===== src/rtl/chip_select.sv =====
// Wishbone peripheral address decoder with one-shot, wait-stated ack.
// Optional address-range masking is enabled by CHIP_SELECT_MASK_EN.
//
// Parameters:
//   ADDR  - peripheral select value (lower WIDTH bits compared)
//   WIDTH - width of the address compare field
//   WAIT  - extra wait cycles before ack (0..15)
//   MASK  - compare mask (only when CHIP_SELECT_MASK_EN is defined)
// Ports:
//   wb_ck  - bus clock, all state on rising edge
//   wb_rst - asynchronous active-low reset
//   addr   - decoded address field
//   wb_cyc - bus cycle valid from CPU
//   ack    - registered one-cycle acknowledge
//   cyc    - combinational peripheral-selected strobe
module chip_select #(
  parameter int unsigned ADDR  = 0,
  parameter int unsigned WIDTH = 8,
  parameter int unsigned WAIT  = 0
`ifdef CHIP_SELECT_MASK_EN
  ,
  parameter logic [WIDTH-1:0] MASK = '1
`endif
) (
  input  logic             wb_ck,
  input  logic             wb_rst,
  input  logic [WIDTH-1:0] addr,
  input  logic             wb_cyc,
  output logic             ack,
  output logic             cyc
);

  if (WAIT > 15) begin : g_bad_wait
    $error("chip_select: WAIT must be 0..15");
  end

  localparam logic [WIDTH-1:0] SEL = WIDTH'(ADDR);
  localparam logic [3:0] WAIT_M1 =
    (WAIT == 0) ? 4'd0 : 4'(WAIT - 1);

  typedef enum logic [1:0] {
    ST_IDLE,
    ST_WAIT,
    ST_ACK,
    ST_HOLD
  } state_t;

  state_t     state, state_nx;
  logic [3:0] cnt, cnt_nx;
  logic       match;

`ifdef CHIP_SELECT_MASK_EN
  assign match = (addr & MASK) == (SEL & MASK);
`else
  assign match = (addr == SEL);
`endif

  // Held low during reset so a selected read mux never sees a
  // peripheral that is still being reset.
  assign cyc = wb_cyc & match & wb_rst;

  // Decoded straight from the state register: no input-to-ack path.
  assign ack = (state == ST_ACK);

  always_ff @(posedge wb_ck or negedge wb_rst) begin
    if (!wb_rst) begin
      state <= ST_IDLE;
      cnt   <= 4'd0;
    end else begin
      state <= state_nx;
      cnt   <= cnt_nx;
    end
  end

  always_comb begin
    state_nx = state;
    cnt_nx   = cnt;
    unique case (state)
      ST_IDLE: begin
        if (cyc) begin
          if (WAIT == 0) begin
            state_nx = ST_ACK;
          end else begin
            state_nx = ST_WAIT;
            cnt_nx   = WAIT_M1;
          end
        end
      end
      ST_WAIT: begin
        // Losing the select mid-wait aborts without an ack.
        if (!cyc) begin
          state_nx = ST_IDLE;
        end else if (cnt == 4'd0) begin
          state_nx = ST_ACK;
        end else begin
          cnt_nx = cnt - 4'd1;
        end
      end
      ST_ACK: begin
        state_nx = cyc ? ST_HOLD : ST_IDLE;
      end
      ST_HOLD: begin
        // A held cycle must drop before it can be acked again.
        if (!cyc) begin
          state_nx = ST_IDLE;
        end
      end
      default: begin
        state_nx = ST_IDLE;
      end
    endcase
  end

endmodule


===== config.mk =====
export PLATFORM = sky130hd
export DESIGN_NAME = chip_select
export DESIGN_NICKNAME = d
export VERILOG_FILES = /design/src/rtl/chip_select.sv
export SDC_FILE = /design/constraint.sdc
export NUM_CORES = 1
export LEC_CHECK = 0
export ABC_CLOCK_PERIOD_IN_PS = 5000
export BUFFER_PORTS_ARGS = -buffer_cell sky130_fd_sc_hd__buf_4
export CORE_AREA = 2 2 39 41
export CTS_BUF_LIST = sky130_fd_sc_hd__clkbuf_16
export DETAILED_ROUTE_END_ITERATION = 10
export DIE_AREA = 0 0 41 43
export GPL_TIMING_DRIVEN = 0
export SLEW_MARGIN = 20
export SYNTH_ARGS = -nofsm -noshare
export SYNTH_HDL_FRONTEND = slang
export SYNTH_SLANG_ARGS = --single-unit

===== constraint.sdc =====
create_clock -name wb_ck -period 5 [get_ports wb_ck]
set_clock_uncertainty 0.1 [all_clocks]
set_input_delay 0.5 -clock wb_ck [delete_from_list [all_inputs] [get_ports wb_ck]]
set_output_delay 0.5 -clock wb_ck [all_outputs]
set_load 0.1 [all_outputs]

==> flow_metrics.tcl <==
set metrics [dict create \
    status "complete, no violations" \
    critPathArrivalTime_ns 2.33 \
    synth_nets 43 \
    htreeDepth 1 \
    ys_types 17 \
    dieArea_sq_um 1760 \
    syn_area_per_cell_sq_um 10.9 \
    crit_path_end_kind "output port" \
    layout_common_cells "buf_4 (12), inv_1 (6), dfrtp_1 (6), nor2_1 (3), clkbuf_16 (3)" \
    critPathMaxFanout 7 \
    intPower_uw 158 \
    port_buffers 12 \
    layout-drive-gt1-share_pct 40.4 \
    dp_cells 59 \
    dp_hpwl_um 472 \
    cts_resized 0 \
    hold_buffers 1 \
    yosysSeqAreaShare_pct 44.4 \
    numCtsBuffers 3 \
    powerDensity_nw_per_um2 351 \
    row_count 14 \
    setup_tns_ns 0 \
    grt_start_max_net_pins 8 \
    clockRootBuffer "clkbuf_16" \
    whs_ns 0.374 \
    grt_pass1_vias 265 \
    clockBufferDepth 2 \
    drtPass1Iterations 1 \
    regArea_sq_um 150 \
    rsz0062_at_grt "false" \
    clock_sinks 6 \
    wirelength_um 594 \
    fin_crit_sh_pct 58.6 \
    maxSlewViolCount 0 \
    cp-start-kind "input port" \
    vias 266 \
    pwr-share-comb_pct 5.0 \
    fill_cells 140 \
    die_h_um 43 \
    fin_cells 63 \
    synth_top_area_cell "dfrtp_1" \
    critPathKind "input port to output port" \
    final-setup-viol-count 0 \
    layout.nets 61 \
    ys_warn_count 0 \
    cts_tree "yes" \
    initial_core_util_pct 24.4 \
    grt_use_total_pct 7.88 \
    io_pins 13 \
    overflow 0 \
    required_ns 4.40 \
    clkPwrFrac_pct 68.9 \
    p_sw_share_pct 15.5 \
    yosysTopAreaCellShare_pct 44.4 \
    grt_pass1_wl_um 966 \
    p_seq_share_pct 26.1 \
    hold_viol_final 0 \
    power.switching_uw 28.9 \
    synth_area_sq_um 338 \
    insertion_delay_ns 0.23 \
    leakage_nw 0.273 \
    syn_inst 31 \
    min_path_type "register to register" \
    antenna_found_initial 0 \
    maxCapViolations 0 \
    die_x_um 41 \
    clkTransAtPathRegs_ns 0.03 \
    vias_per_cell 4.22 \
    tightest_slew_ns 0.278 \
    max_freq_ghz 0.341 \
    first_iter_violations 0 \
    maxSlewHeadroom_pct 81.6 \
    peakVddDrop_uv 102 \
    wire_per_inst_um 9.43 \
    post-cts-setup-buffer-count 0 \
    final_common_cell "buf_4" \
    drt_drc_violations_left 0 \
    multiInputGateArea_sq_um 160 \
    ys_seq_elements 6 \
    fin_crit_ns 2.93 \
    gp_congestion 0.587 \
    antenna_cells 0 \
    syn_to_final_growth_pct 57.8 \
    ant_nets 0 \
    synthTopCellsByArea "dfrtp_1 (44%), nand4bb_4 (8.1%), inv_1 (6.7%), nor4_4 (6.3%), xor2_1 (5.2%)" \
    core_region_area_sq_um 1380 \
]
[flip-flops by register name, indices dropped and copies added (netlist names)]
register and count:
cnt 4, state 2
[cells in the mapped netlist]
library cell  number
nor3b_1            1
buf_2              1
or4b_1             1
nor2_1             3
ha_1               1
a31oi_1            1
a21oi_1            1
inv_1              6
xor2_1             2
nor4_4             1
or4_1              2
nand2_1            1
xnor2_1            1
o21ai_0            1
nand4bb_4          1
or4_2              1
dfrtp_1            6
[path summary, 6_finish.rpt]
check,start,end,slack [ns],depth (start not counted)
worst min register to register,cnt[3],cnt[3],0.37,1
max in group asynchronous,wb_rst,state[0],4.13,2
worst min-delay path,cnt[3],cnt[3],0.37,1
min in group asynchronous,wb_rst,cnt[0],0.54,2
worst max-delay path,wb_rst,cyc,2.07,6
worst max register to register,cnt[0],cnt[3],3.07,7
[logic make-up after synthesis]
logic type,Yosys count,synth area share [%]
flip-flops,6,44.4
adder cells (fa/ha/maj),1,3.70
AO/OA/AOI/OAI,3,4.81
AND/OR/NAND/NOR,11,31.1
XOR/XNOR,3,7.78
buffers and inverters,7,8.15
[worst max-delay path, stage by stage]
cell	delay (ns)
dlygate4sd3_1	0.53
buf_4	0.17
nand4bb_4	0.11
or4_2	0.65
inv_1	0.08
buf_4	0.28
[layer usage]
| layer | wire length, um | track usage (%) | vias up |
|---|---|---|---|
| li1 | - | - | 137 |
| met1 | 290 | 10.8 | 117 |
| met2 | 265 | 11.3 | 12 |
| met3 | 38 | 1.57 | 0 |
| met4 | 0 | 4.00 | 0 |
| met5 | 0 | 0 | - |
[stage by stage]
step / cell area, sq um / util (%) / worst slack [ns] / power (mW)
4_1_cts: 533 / 38.5 / 2.06 / 0.190
3_3_place_gp: 448 / 32.4 / 2.32 / 0.0582
3_5_place_dp: 448 / 32.4 / 2.33 / 0.0584
5_1_grt: 533 / 38.5 / 1.99 / 0.192
2_1_floorplan: 338 / - / 2.19 / 0.0509
6_report: 533 / 38.5 / 2.07 / 0.187
[power groups by stage]
stage	clock (mW)	combinational (mW)	sequential, mW
after floorplan	0	0.00144	0.0495
after global placement	0	0.00874	0.0495
after detailed placement	0	0.00896	0.0495
after CTS	0.132	0.00957	0.0489
after global routing	0.134	0.0101	0.0488
final	0.129	0.00935	0.0489
[final cells by class]
| type | count | area share [%] |
|---|---|---|
| Buffer | 1 | 0.939 |
| Clock buffer | 3 | 14.1 |
| Inverter | 6 | 4.23 |
| Multi-Input combinational cell | 18 | 30.0 |
| Sequential cell | 6 | 28.2 |
| Tap cell | 16 | 3.76 |
| Timing Repair Buffer | 13 | 18.8 |
(Power assumes the default switching activity.)
